[config.mk]
export PLATFORM = sky130hd
export DESIGN_NAME = sr_request_conditioner
export DESIGN_NICKNAME = d
export VERILOG_FILES = /design/src/rtl/sr_cond_pkg.sv /design/src/rtl/debounce_channel.sv /design/src/rtl/sr_request_conditioner.sv
export SDC_FILE = /design/constraint.sdc
export NUM_CORES = 1
export LEC_CHECK = 0
export ABC_CLOCK_PERIOD_IN_PS = 4900
export CORE_MARGIN = 3
export CORE_UTILIZATION = 58
export CTS_CLUSTER_SIZE = 40
export DETAILED_ROUTE_END_ITERATION = 6
export PLACE_DENSITY = 0.8
export REMOVE_ABC_BUFFERS = 1
export SLEW_MARGIN = 10
export SYNTH_ARGS = -nofsm -noshare
export SYNTH_HDL_FRONTEND = slang
export SYNTH_SLANG_ARGS = --single-unit
[constraint.sdc]
create_clock -name clk -period 4.9 [get_ports clk]
set_input_delay 0.98 -clock clk [delete_from_list [all_inputs] [get_ports clk]]
set_output_delay 0.98 -clock clk [all_outputs]
set_load 0.005 [all_outputs]
[src/rtl/sr_cond_pkg.sv]
// Shared definitions for the SR request conditioner: debounce state encoding,
// the default debounce length and the counter width it needs.
package sr_cond_pkg;

   typedef enum logic [1:0] {
      LOW      = 2'd0,
      RISE_CHK = 2'd1,
      HIGH     = 2'd2,
      FALL_CHK = 2'd3
   } deb_state_e;

   localparam int DEFAULT_DEBOUNCE_CYCLES = 4;

   // Smallest counter width that can hold a count of n.
   function automatic int min_cnt_w(input int n);
      return $clog2(n + 1);
   endfunction

   localparam int DEFAULT_MIN_CNT_W = min_cnt_w(DEFAULT_DEBOUNCE_CYCLES);

endpackage

[src/rtl/debounce_channel.sv]
// One request channel: 2-flop synchronizer, debounce FSM with counter, and a
// one-cycle event flagging acceptance of a rising level.
module debounce_channel
   import sr_cond_pkg::*;
#(
   parameter int DEBOUNCE_CYCLES = DEFAULT_DEBOUNCE_CYCLES,
   parameter int CNT_W           = 8
) (
   input  logic clk,
   input  logic rst,
   input  logic din,
   output logic rise_evt
);

   localparam logic [CNT_W-1:0] LIMIT = CNT_W'(DEBOUNCE_CYCLES);

   logic             sync1;
   logic             sync2;
   deb_state_e       state;
   logic [CNT_W-1:0] cnt;
   logic [CNT_W-1:0] cnt_inc;
   logic             done;

   assign cnt_inc = (cnt == '1) ? cnt : cnt + CNT_W'(1);
   // The count includes the current synchronized cycle, so a change seen in
   // LOW/HIGH with DEBOUNCE_CYCLES=1 is accepted immediately.
   assign done    = (cnt_inc >= LIMIT);

   assign rise_evt = ((state == LOW) || (state == RISE_CHK)) && sync2 && done;

   // NOTE: every register here uses non-blocking assignments so all flops
   // update from the same pre-edge values, as real hardware does.
   always_ff @(posedge clk) begin
      if (rst) begin
         sync1 <= 1'b0;
         sync2 <= 1'b0;
         state <= LOW;
         cnt   <= '0;
      end else begin
         sync1 <= din;
         sync2 <= sync1;
         unique case (state)
            LOW: begin
               if (sync2) begin
                  if (done) begin
                     state <= HIGH;
                     cnt   <= '0;
                  end else begin
                     state <= RISE_CHK;
                     cnt   <= cnt_inc;
                  end
               end
            end
            RISE_CHK: begin
               if (!sync2) begin
                  state <= LOW;
                  cnt   <= '0;
               end else if (done) begin
                  state <= HIGH;
                  cnt   <= '0;
               end else begin
                  cnt <= cnt_inc;
               end
            end
            HIGH: begin
               if (!sync2) begin
                  if (done) begin
                     state <= LOW;
                     cnt   <= '0;
                  end else begin
                     state <= FALL_CHK;
                     cnt   <= cnt_inc;
                  end
               end
            end
            FALL_CHK: begin
               if (sync2) begin
                  state <= HIGH;
                  cnt   <= '0;
               end else if (done) begin
                  state <= LOW;
                  cnt   <= '0;
               end else begin
                  cnt <= cnt_inc;
               end
            end
            default: begin
               state <= LOW;
               cnt   <= '0;
            end
         endcase
      end
   end

endmodule

[src/rtl/sr_request_conditioner.sv]
// Turns raw set/clear requests into clean one-cycle s/r pulses for an SR
// flip-flop, never both at once, and tracks the flip-flop's expected state.
module sr_request_conditioner
   import sr_cond_pkg::*;
#(
   parameter int DEBOUNCE_CYCLES = DEFAULT_DEBOUNCE_CYCLES,
   parameter int CNT_W           = 8
) (
   input  logic clk,
   input  logic rst,
   input  logic set_req,
   input  logic clr_req,
   output logic s_out,
   output logic r_out,
   output logic q_track,
   output logic conflict,
   output logic conflict_seen
);

   logic set_evt;
   logic clr_evt;

   debounce_channel #(
      .DEBOUNCE_CYCLES(DEBOUNCE_CYCLES),
      .CNT_W          (CNT_W)
   ) u_set_ch (
      .clk     (clk),
      .rst     (rst),
      .din     (set_req),
      .rise_evt(set_evt)
   );

   debounce_channel #(
      .DEBOUNCE_CYCLES(DEBOUNCE_CYCLES),
      .CNT_W          (CNT_W)
   ) u_clr_ch (
      .clk     (clk),
      .rst     (rst),
      .din     (clr_req),
      .rise_evt(clr_evt)
   );

   // Simultaneous acceptance suppresses both pulses so the flip-flop never
   // sees S=R=1; the tracked state is left alone.
   always_ff @(posedge clk) begin
      if (rst) begin
         s_out         <= 1'b0;
         r_out         <= 1'b0;
         q_track       <= 1'b0;
         conflict      <= 1'b0;
         conflict_seen <= 1'b0;
      end else begin
         s_out    <= set_evt & ~clr_evt;
         r_out    <= clr_evt & ~set_evt;
         conflict <= set_evt & clr_evt;
         if (set_evt && clr_evt) begin
            conflict_seen <= 1'b1;
         end else if (set_evt) begin
            q_track <= 1'b1;
         end else if (clr_evt) begin
            q_track <= 1'b0;
         end
      end
   end

endmodule

==> impl_metrics.ini, run 1 <==
[outcome]
outcome = finished, final reports clean

[logic_synthesis]
synth_ff_type = sky130_fd_sc_hd__dfxtp_1
syn-cell-area_mm2 = 0.00105
postSynthRegisterBits = 29
post_synth_most_frequent_cells = sky130_fd_sc_hd__dfxtp_1, sky130_fd_sc_hd__and2_1, sky130_fd_sc_hd__nor2_1, sky130_fd_sc_hd__nor2b_1
syn_area_per_cell_um2 = 10.2
postSynth.asyncResetShare_pct = 0
synth.yosys.warnings = 0
netlist.area_leader.share_pct = 55.0
synth_cells = 103
synth_top_cells_by_area = sky130_fd_sc_hd__dfxtp_1, sky130_fd_sc_hd__and2_1, sky130_fd_sc_hd__ha_1, sky130_fd_sc_hd__nor2b_1, sky130_fd_sc_hd__nor2_1
ys_types = 28
netlist.top_cell.by_area = sky130_fd_sc_hd__dfxtp_1
proportion_of_synthesized_chip_area_in_sequential_cells_pct = 55.0
synth-edff-count = 0
synth_most_common_cell = sky130_fd_sc_hd__dfxtp_1

[power_and_ir_drop]
power.leakage_nw = 0.520
post-layout-total-power_mw = 0.397
max-vdd-ir-drop_mv = 0.266
power.density_mw_per_mm2 = 327

[clocking]
tritoncts = done
worst_skew_pair.late_latency_ns = 0.31
cts.hold.buffers_added = 0
cts_inserted_buffers = 5
cts_root_buffer = sky130_fd_sc_hd__clkbuf_4
ctsLongestPathBuffers = 2
post_cts_setup_repair_bufs = 0
post_cts_resize_count = 0
clkTransAtPathRegs_ns = 0.08
cts_max_level = 2
clock-sinks = 29

[timing]
finalHoldViolations = 0
final_setup_fails = 0
maxSlewViolCount = 0
worst-slew-pin-transition_ns = 0.676
hold-worst-slack_ns = 0.450
max_freq_ghz = 0.414
min_period_over_period_pct = 49.2
largest_clock_skew_in_the_final_design_ns = 0.00801
final.min_clock_period_ns = 2.41
setup_tns_ns = 0
worst_slew_margin_pct = 54.6
rsz0062_at_grt = false

[routing]
vias = 724
vias_per_cell = 5.13
detail_route.drc_violations = 0
wl_per_cell_um = 11.3
post_route_met1_wirelength_um = 785
routed-wl-met2_um = 687
top_signal_layer_used = met4
drt_pre_antenna_iters = 4
drt_first_iter_violations = 13
detail_route.wirelength_um = 1590
ant_nets = 0
met3_length_um = 82

[die]
top_level_port_count = 9
num_rows = 14
core_mm2 = 0.00161
die-width_um = 48.6
fp.dieH_um = 48.6
dieArea_mm2 = 0.00237
effective_utilization_at_floorplan_pct = 65.5

[place]
hpwl_um = 1150
dp.cells = 134
place_congestion = 0.723
port_buffers = 8

[global_route]
antenna_found_initial = 0
grt_pass1_vias = 680
globalRoute.totalOverflow = 0
global_route_wire_length_before_repair_um = 2880
all_layer_gr_usage_pct = 16.4
grt_start_max_net_pins = 18

[finish]
finish.utilization_pct = 75.5
antenna_cells_inserted = 0
post_route_cells_drive_above_1_share_pct = 7.69
syn_to_final_growth_pct = 15.3
finish.cell_count_without_fillers = 141
final.fill_count = 127
num-nets-final = 126

[worst_setup_path]
worstSetupStartpointType = input pin
critPathKind = in -> reg
worstPathArrival_ns = 2.67
cp_max_fo = 17
setup.worst_path.end_class = flip-flop
cp.required_ns = 5.16

[flow_run]
cap_viol_max_count = 0

[worst_hold_path]
timing.hold.worst.class = reg -> reg
cells by family (layout without fill, tap and decap cells):
kind of cell | Yosys count | count (layout) | share of synthesized area (%)
AND/OR/NAND/NOR | 45 | 45 | 23.3
multiplexers | 2 | 2 | 2.02
adder cells (fa/ha/maj) | 5 | 5 | 5.93
flip-flops | 29 | 29 | 55.0
XOR/XNOR | 4 | 4 | 3.32
AO/OA/AOI/OAI | 13 | 13 | 8.66
buffers and inverters | 5 | 19 | 1.78
layout by cell type (no fill, tap or decap):
cell and instances:
sky130_fd_sc_hd__xnor2_1 1, sky130_fd_sc_hd__dfxtp_1 29, sky130_fd_sc_hd__o21ai_0 2, sky130_fd_sc_hd__a21boi_2 1, sky130_fd_sc_hd__or3_1 2, sky130_fd_sc_hd__ha_1 5, sky130_fd_sc_hd__nand3_1 2, sky130_fd_sc_hd__or3b_1 1
sky130_fd_sc_hd__nor4_1 1, sky130_fd_sc_hd__o21ai_1 1, sky130_fd_sc_hd__o41a_1 1, sky130_fd_sc_hd__nand2_1 4, sky130_fd_sc_hd__o31ai_1 1, sky130_fd_sc_hd__clkbuf_8 1, sky130_fd_sc_hd__nand4_1 1, sky130_fd_sc_hd__xor2_1 3
sky130_fd_sc_hd__inv_1 4, sky130_fd_sc_hd__clkdlybuf4s50_1 8, sky130_fd_sc_hd__and2_1 13, sky130_fd_sc_hd__o211ai_1 1, sky130_fd_sc_hd__mux2i_1 1, sky130_fd_sc_hd__nor2b_1 8, sky130_fd_sc_hd__o22ai_1 1, sky130_fd_sc_hd__nor2_1 8
sky130_fd_sc_hd__a21oi_2 1, sky130_fd_sc_hd__nor3_1 5, sky130_fd_sc_hd__a21oi_1 3, sky130_fd_sc_hd__mux2_2 1, sky130_fd_sc_hd__clkbuf_1 1, sky130_fd_sc_hd__clkbuf_4 5, sky130_fd_sc_hd__a22o_1 1
per-stage QoR:
step,setup WS (ns),cell area (um^2)
finish,2.49,1220
global route,2.37,1220
CTS,2.52,1220
detailed placement,2.18,1160
global placement,2.34,1160
floorplan,3.27,1050
worst paths after layout:
kind / to / from / depth (start not counted) / slack (ns)
setup / recovery: u_clr_ch.cnt[0] / rst / 3 / 2.49
setup reg to reg: q_track / u_clr_ch.cnt[0] / 7 / 3.04
hold reg to reg: u_set_ch.sync2 / u_set_ch.sync1 / 1 / 0.45
hold / removal: u_set_ch.sync2 / u_set_ch.sync1 / 1 / 0.45
per-layer routing:
layer  track usage, %  vias to the layer above
met4             12.8                        0
met3             5.52                        5
met2             23.8                       19
li1                 -                      374
met1             19.7                      326
met5                0                        -
cell type report:
cell class                      instances  area [um^2]  share of cell area (%)
Clock buffer                            7         55.1                    4.53
Inverter                                4         15.0                    1.23
Multi-Input combinational cell         69          455                    37.4
Sequential cell                        29          581                    47.7
Tap cell                               24         30.0                    2.47
Timing Repair Buffer                    8         80.1                    6.58
sequential cells by signal, summed over array words and instances, names as in the netlist:
signal and cells:
u_set_ch.sync1 1, u_set_ch.state 2, r_out 1, u_clr_ch.state 2, q_track 1, s_out 1
conflict_seen 1, u_set_ch.cnt 8, u_clr_ch.sync1 1, u_set_ch.sync2 1, u_clr_ch.sync2 1, conflict 1
u_clr_ch.cnt 8
report_power, final:
group          switching [mW]  total [mW]  internal, mW
sequential            0.00258       0.242         0.239
combinational         0.00775      0.0149       0.00712
clock                  0.0734       0.141        0.0676
total                  0.0838       0.397         0.314
critical path: stages:
cell and delay [ns]:
sky130_fd_sc_hd__clkdlybuf4s50_1 0.70, sky130_fd_sc_hd__nor3_1 0.70, sky130_fd_sc_hd__mux2_2 0.29
No activity file was read; power rests on OpenSTA's default activity.
==> run 2, diff against run 1 <==
ABC_CLOCK_PERIOD_IN_PS = 2000   (was 4900)
CORE_UTILIZATION = 49   (was 58)
PLACE_DENSITY = 0.72   (was 0.8)
clock period = 2 ns   (was 4.9 ns; I/O delays follow)
==> impl_metrics.ini, run 2 (synthesis results as in run 1) <==
[place]
dpl-instance-area_mm2 = 0.00117
dp.cells = 138
place_congestion = 0.731
hpwl_um = 1090
port_buffers = 8

[global_route]
antenna_found_initial = 0
all_layer_gr_usage_pct = 13.6
global_route_wire_length_before_repair_um = 2680
grt_pass1_vias = 654
globalRoute.totalOverflow = 0
grt_start_max_net_pins = 18

[clocking]
post_cts_setup_repair_bufs = 0
post_cts_resize_count = 0
clkTransAtPathRegs_ns = 0.08
cts.hold.buffers_added = 0
tritoncts = done
clock-sinks = 29
cts_max_level = 2
worst_skew_pair.late_latency_ns = 0.32
cts_root_buffer = sky130_fd_sc_hd__clkbuf_4
ctsLongestPathBuffers = 2
cts_inserted_buffers = 5

[finish]
antenna_cells_inserted = 0
layout_commonest_cell = sky130_fd_sc_hd__dfxtp_1
final_cell_mix = sky130_fd_sc_hd__dfxtp_1, sky130_fd_sc_hd__and2_1, sky130_fd_sc_hd__nor2_1, sky130_fd_sc_hd__nor2b_1, sky130_fd_sc_hd__clkdlybuf4s50_1
final.fill_count = 178
post-route-cell-area_mm2 = 0.00124
finish.cell_count_without_fillers = 146
syn_to_final_growth_pct = 17.8
num-nets-final = 127
post_route_cells_drive_above_1_share_pct = 10.1
biggest_regs = u_clr_ch.cnt: 8 flops, u_set_ch.cnt: 8 flops

[routing]
ant_nets = 0
drt_first_iter_violations = 4
drt_pre_antenna_iters = 4
detail_route.drc_violations = 0
vias_per_cell = 4.90
detail_route.wirelength_um = 1480
vias = 716
wl_per_cell_um = 10.1

[die]
die-width_um = 52.4
effective_utilization_at_floorplan_pct = 52.7
dieArea_mm2 = 0.00275
core_mm2 = 0.00200
num_rows = 16
top_level_port_count = 9
fp.dieH_um = 52.4

[worst_setup_path]
cp_max_fo = 4
worstPathArrival_ns = 2.06
worstSetupStartpointType = flip-flop
cp.required_ns = 2.23
critPathKind = reg -> reg
setup.worst_path.end_class = flip-flop
rr_worst_depth = 7

[timing]
largest_clock_skew_in_the_final_design_ns = 0.00853
final_setup_fails = 0
rsz0062_at_grt = false
worst-slew-pin-transition_ns = 0.594
worst_slew_margin_pct = 60.1
max_freq_ghz = 0.545
min_period_over_period_pct = 91.7
final.min_clock_period_ns = 1.83
finalHoldViolations = 0
setup_tns_ns = 0
maxSlewViolCount = 0

[power_and_ir_drop]
max-vdd-ir-drop_mv = 0.560
power.density_mw_per_mm2 = 823
power.leakage_nw = 0.535

[flow_run]
cap_viol_max_count = 0

[worst_hold_path]
timing.hold.worst.class = reg -> reg
hold_depth = 1

[outcome]
outcome = finished, final reports clean
run 2: metal layers:
layer / track usage [%] / up-vias / share of wire [%]
met5: 0 / - / 0
met4: 7.66 / 0 / 2.4
met3: 6.84 / 6 / 6.0
met2: 18.8 / 14 / 41
met1: 16.9 / 317 / 50
li1: - / 379 / -
run 2: metrics by stage:
step	hold slack, ns	worst slack (ns)	util, %	power, mW
floorplan	0.414	0.401	-	0.626
global placement	0.418	0.238	58.6	0.641
detailed placement	0.424	0.172	58.6	0.642
CTS	0.445	0.167	62.1	1.04
global route	0.460	0.00291	62.1	1.07
finish	0.440	0.166	62.1	1.02
run 2: worst paths after layout:
check / start / endpoint / slack [ns]
max reg2reg: u_clr_ch.cnt[0] / q_track / 0.17
min reg2reg: u_clr_ch.sync1 / u_clr_ch.sync2 / 0.44
max: u_clr_ch.cnt[0] / q_track / 0.17
min: u_clr_ch.sync1 / u_clr_ch.sync2 / 0.44
run 2: worst max-delay path, cell delays in order, from the launching register on:
cell                       delay [ns]
sky130_fd_sc_hd__dfxtp_1         0.34
sky130_fd_sc_hd__ha_1            0.21
sky130_fd_sc_hd__and2_1          0.15
sky130_fd_sc_hd__a21oi_1         0.29
sky130_fd_sc_hd__o211ai_1        0.16
sky130_fd_sc_hd__inv_1           0.11
sky130_fd_sc_hd__ha_1            0.24
sky130_fd_sc_hd__o31ai_1         0.25
run 2: power breakdown:
group	internal (mW)	leakage [nW]	switching, mW	total, mW
sequential	0.586	0.235	0.00611	0.592
clock	0.203	0.0413	0.191	0.394
combinational	0.0186	0.259	0.0181	0.0367
run 2: final cells by class:
class	instances	area, um^2	area share (%)
clock buffer	7	65.1	5.24
clock inverter	1	5.00	0.403
inverter	4	15.0	1.21
multi-input combinational	69	455	36.7
sequential	29	581	46.7
tap	27	33.8	2.72
timing repair buffer	9	87.6	7.05
